File: src/rtl/riscv_pkg.sv
// Definitions shared by the fetch unit and the multicycle control unit:
// RV opcode constants, the fetch sequencer state type and the PC step.
package riscv_pkg;

  localparam logic [6:0] OPC_R      = 7'b0110011;
  localparam logic [6:0] OPC_I      = 7'b0010011;
  localparam logic [6:0] OPC_I_LOAD = 7'b0000011;
  localparam logic [6:0] OPC_S      = 7'b0100011;
  localparam logic [6:0] OPC_B      = 7'b1100011;
  localparam logic [6:0] OPC_J      = 7'b1101111;
  localparam logic [6:0] OPC_J_I    = 7'b1100111;
  localparam logic [6:0] OPC_U      = 7'b0110111;
  localparam logic [6:0] OPC_U_PC   = 7'b0010111;
  localparam logic [6:0] OPC_E      = 7'b1110011;

  localparam int unsigned PC_STEP = 4;

  typedef enum logic [1:0] {
    FETCH = 2'd0,
    HOLD  = 2'd1,
    FAULT = 2'd2
  } fetch_state_t;

endpackage

File: src/rtl/fetch_unit.sv
// Instruction fetch sequencer: holds the PC, fetches into IR over a req/ready
// handshake and waits for the control unit's finished pulse before advancing.
//
// state | meaning
// FETCH | imem_req high at pc, waiting for imem_ready
// HOLD  | IR valid, waiting for finished from the control unit
// FAULT | misaligned redirect seen, halted until rst
module fetch_unit
  import riscv_pkg::*;
#(
  parameter int unsigned         WORDSIZE         = 64,
  parameter int unsigned         INSTRUCTION_SIZE = 32,
  parameter logic [WORDSIZE-1:0] RESET_PC         = '0
) (
  input  logic                        clk,
  input  logic                        rst,
  output logic                        imem_req,
  output logic [WORDSIZE-1:0]         imem_addr,
  input  logic                        imem_ready,
  input  logic [INSTRUCTION_SIZE-1:0] imem_rdata,
  input  logic                        finished,
  input  logic                        pc_src,
  input  logic [WORDSIZE-1:0]         pc_target,
  output logic [INSTRUCTION_SIZE-1:0] instr,
  output logic [6:0]                  opcode,
  output logic                        instr_valid,
  output logic [WORDSIZE-1:0]         pc,
  output logic                        fault
);

  fetch_state_t                  state_q, state_d;
  logic [WORDSIZE-1:0]           pc_q, pc_d;
  logic [INSTRUCTION_SIZE-1:0]   instr_q, instr_d;
  logic                          valid_q, valid_d;
  logic                          fault_q, fault_d;
  logic [WORDSIZE-1:0]           next_pc;
  logic                          redirect_bad;

  assign next_pc      = pc_src ? pc_target : pc_q + WORDSIZE'(PC_STEP);
  assign redirect_bad = pc_src && (pc_target[1:0] != 2'b00);

  always_ff @(posedge clk or posedge rst) begin
    if (rst) begin
      state_q <= FETCH;
      pc_q    <= RESET_PC;
      instr_q <= '0;
      valid_q <= 1'b0;
      fault_q <= 1'b0;
    end else begin
      state_q <= state_d;
      pc_q    <= pc_d;
      instr_q <= instr_d;
      valid_q <= valid_d;
      fault_q <= fault_d;
    end
  end

  always_comb begin
    state_d = state_q;
    pc_d    = pc_q;
    instr_d = instr_q;
    valid_d = valid_q;
    fault_d = fault_q;
    case (state_q)
      FETCH: begin
        if (imem_ready) begin
          instr_d = imem_rdata;
          valid_d = 1'b1;
          state_d = HOLD;
        end
      end
      HOLD: begin
        if (finished) begin
          valid_d = 1'b0;
          if (redirect_bad) begin
            fault_d = 1'b1;
            state_d = FAULT;
          end else begin
            pc_d    = next_pc;
            state_d = FETCH;
          end
        end
      end
      FAULT: begin
        valid_d = 1'b0;
        fault_d = 1'b1;
      end
      default: begin
        valid_d = 1'b0;
        fault_d = 1'b1;
        state_d = FAULT;
      end
    endcase
  end

  // rst is folded in so the request drops the moment reset asserts
  assign imem_req    = (state_q == FETCH) && !rst;
  assign imem_addr   = pc_q;
  assign instr       = instr_q;
  assign opcode      = instr_q[6:0];
  assign instr_valid = valid_q;
  assign pc          = pc_q;
  assign fault       = fault_q;

endmodule
File: config.mk
export PLATFORM = sky130hd
export DESIGN_NAME = fetch_unit
export DESIGN_NICKNAME = d
export VERILOG_FILES = /design/src/rtl/riscv_pkg.sv /design/src/rtl/fetch_unit.sv
export SDC_FILE = /design/constraint.sdc
export NUM_CORES = 1
export LEC_CHECK = 0
export ABC_AREA = 0
export CAP_MARGIN = 20
export CORE_MARGIN = 4
export CORE_UTILIZATION = 46
export CTS_CLUSTER_DIAMETER = 100
export DETAILED_ROUTE_END_ITERATION = 7
export GPL_TIMING_DRIVEN = 0
export HOLD_SLACK_MARGIN = 0.15
export PLACE_DENSITY = 0.86
export SLEW_MARGIN = 40
export SYNTH_ARGS = -nofsm -noshare
export SYNTH_HDL_FRONTEND = slang
export SYNTH_SLANG_ARGS = --single-unit
File: constraint.sdc
create_clock -name clk -period 9.5 [get_ports clk]
set_clock_uncertainty 0.05 [all_clocks]
set_input_delay 1.9 -clock clk [delete_from_list [all_inputs] [get_ports clk]]
set_output_delay 1.9 -clock clk [all_outputs]
set_load 0.05 [all_outputs]
==> metrics.txt <==
run status=finished, final reports clean; row count=42; slew of the pin with the lowest slew margin=873 ps; power density over cell area=approximately 270 nW/um2; first-pass GRT wire length=38000 um; DRT Wirelength=24500 um; vertical die dimension=124 um; total via count after detailed routing=about 7100; Fillers=995; GR Overflow Total=0; worst vdd rail ir drop=0.197 mV; placed inst area=9190 um2; endpoint class of the critical path=output port; RSZ-0062 raised after global routing=false; post-route cell area=9540 um2; count of antenna-violating nets left after detailed routing=0; number of enable flip-flop cells after synthesis=0; die span in x=124 um; First DRT Iteration DRCs=990; Max-Cap Viols=0; Setup Fix Bufs, Post-CTS=0; data arrival time of the worst path=about 3500 ps; GR Util All Layers=30.5%; final std cells w/o fill=1150; Final Wtd Congestion=0.974; CP required=7550 ps; clk slew on worst S/H paths=70 ps; estimated wirelength of the detail-placed design=18300 um; number of warnings issued by yosys=0; number of hold buffers added after cts=0; synth unique cells=54; number of iterations in the first detailed-routing pass=6; area growth from synthesis to layout=53.0%; initial core utilization=47.1%; top library cells by usage in the layout, fill and taps aside=sky130_fd_sc_hd__clkdlybuf4s50_1, sky130_fd_sc_hd__dfrtp_1, sky130_fd_sc_hd__buf_4; highest metal used=met4; share of the cycle needed by the critical path after routing=~57%; DRC Markers=0; critical path startpoint category=input pin; Critical Path Fanout Max=2; net count reported at finish=1071; antenna violations before repair=0; Leakage=3.72 nW; clock sink count=100; Met1 Routed Length=9190 um; Slew Limit Fails=0; CTS H-tree lvls=3; Post-Syn Nets=789; maximum number of buffers from clock root to sink=2; most frequent standard cell in the layout excluding fill and tap cells=sky130_fd_sc_hd__clkdlybuf4s50_1; proportion of register bits with asynchronous set or reset after synthesis=100%; relative slew slack=41.2%; Crit Path Category=input pin to output port; layout cell share with drive strength beyond 1=14.0%; worst skew pair latency=around 360 ps; type of the most critical hold path=flip-flop to flip-flop; # diodes=0; Max Fclk=184 MHz; Die Footprint=15500 um2; placeable core region=13200 um2; number of global-route vias before repair=6768; Synth Area per Inst=9.07 um2; post-DR wirelength/cell=21.3 um; metal3 WL=2740 um; final hold violation count=0; final setup violation count=0; number of buffers inserted during clock tree synthesis=9; CTS tree=done; clock period minus worst slack=5430 ps; dominant synthesized flop cell=sky130_fd_sc_hd__dfrtp_1; Netlist Area Pre-Place=6230 um2; Via-to-Cell Ratio=6.15; met2 routed wirelength=about 12000 um; Final TNS setup=0 ps; maximum number of pins on one net before global-route repair=57; instance count of the mapped netlist=687; sequential fraction of the synthesis area=40.2%; Seq cells post-synth=100; clock root buffer=sky130_fd_sc_hd__clkbuf_16; total of cells resized after clock tree synthesis=0; count of input and output buffers=270; count of placed standard cells including taps=about 1100; count of boundary I/O pins=between 200 and 300
[cell families (layout without fill, tap and decap cells)]
family / after synthesis / count (layout) / share of synthesized area (%)
AND/OR/NAND/NOR: 270 / 270 / 23.8
multiplexers: 42 / 42 / 7.41
adder cells (fa/ha/maj): 1 / 1 / 0.201
buffers and inverters: 119 / 406 / 11.7
AO/OA/AOI/OAI: 155 / 155 / 16.8
flip-flops: 100 / 100 / 40.2
[routing by layer]
metal / track usage (%) / vias to the layer above
met5: 0 / -
met2: 48.8 / 530
met3: 8.36 / 84
li1: - / 3094
met4: 12.4 / 0
met1: 39.1 / 3361
[worst max-delay path, cell delays in order]
cell and delay [ps]:
sky130_fd_sc_hd__clkdlybuf4s50_1 520, sky130_fd_sc_hd__nor3_1 190, sky130_fd_sc_hd__clkdlybuf4s50_1 860
[synth_stat cells (10+ instances only)]
master	number	area [um2]
sky130_fd_sc_hd__clkbuf_1	37	139
sky130_fd_sc_hd__dfrtp_1	100	2500
sky130_fd_sc_hd__nor2_1	38	143
sky130_fd_sc_hd__nor4_1	15	93.8
sky130_fd_sc_hd__and4_1	14	123
sky130_fd_sc_hd__nand3_1	33	165
sky130_fd_sc_hd__a21oi_1	40	200
sky130_fd_sc_hd__a211oi_1	10	75.1
sky130_fd_sc_hd__a311oi_1	13	114
sky130_fd_sc_hd__buf_4	73	548
sky130_fd_sc_hd__nor3_1	23	115
sky130_fd_sc_hd__and3_1	23	144
sky130_fd_sc_hd__nand2_1	43	161
sky130_fd_sc_hd__mux2_2	33	372
sky130_fd_sc_hd__o22ai_1	16	100
sky130_fd_sc_hd__nand4_1	24	150
sky130_fd_sc_hd__o21ai_0	22	110
sky130_fd_sc_hd__or3_1	22	138
[sequential cells by signal, summed over array words and instances, names as in the netlist]
register / count
instr: 32
state_q: 2
instr_valid: 1
imem_addr: 64
fault: 1
[where the power goes]
group / switching [mW] / total, mW / internal (mW) / leakage (nW)
logic: 0.881 / 1.40 / 0.524 / 2.37
clock network: 0.175 / 0.432 / 0.257 / 0.161
registers: 0.147 / 0.692 / 0.545 / 1.18
[cell type report]
cell class	count	area, um2	area share [%]
buffer	113	706	7.40
inverter	6	30.0	0.315
timing repair buffer	271	2730	28.6
clock buffer	9	225	2.36
clock inverter	7	115	1.21
sequential	100	2500	26.2
multi-input combinational	468	3010	31.5
tap	176	220	2.31
[through the flow]
step / utilization (%) / setup slack, ps / power, mW / hold slack, ps
4_1_cts: 72.0 / 4080 / 2.52 / 435
6_report: 72.0 / 4070 / 2.53 / 429
2_1_floorplan: - / 4610 / 1.59 / 418
3_5_place_dp: 69.4 / 4090 / 2.10 / 419
5_1_grt: 72.0 / 4070 / 2.61 / 442
3_3_place_gp: 69.1 / 3280 / 2.07 / 405
[path summary, 6_finish.rpt]
path | slack (ps) | startpoint | cells after the start | to
hold reg to reg | 430 | fault | 1 | fault
min in group asynchronous | 1930 | rst | 2 | instr[31]
max in group asynchronous | 6870 | rst | 3 | imem_addr[44]
setup / recovery | 4070 | rst | 3 | imem_req
setup reg to reg | 6040 | state_q[1] | 7 | imem_addr[57]
hold / removal | 430 | fault | 1 | fault
No activity file was read; power rests on OpenSTA's default activity.
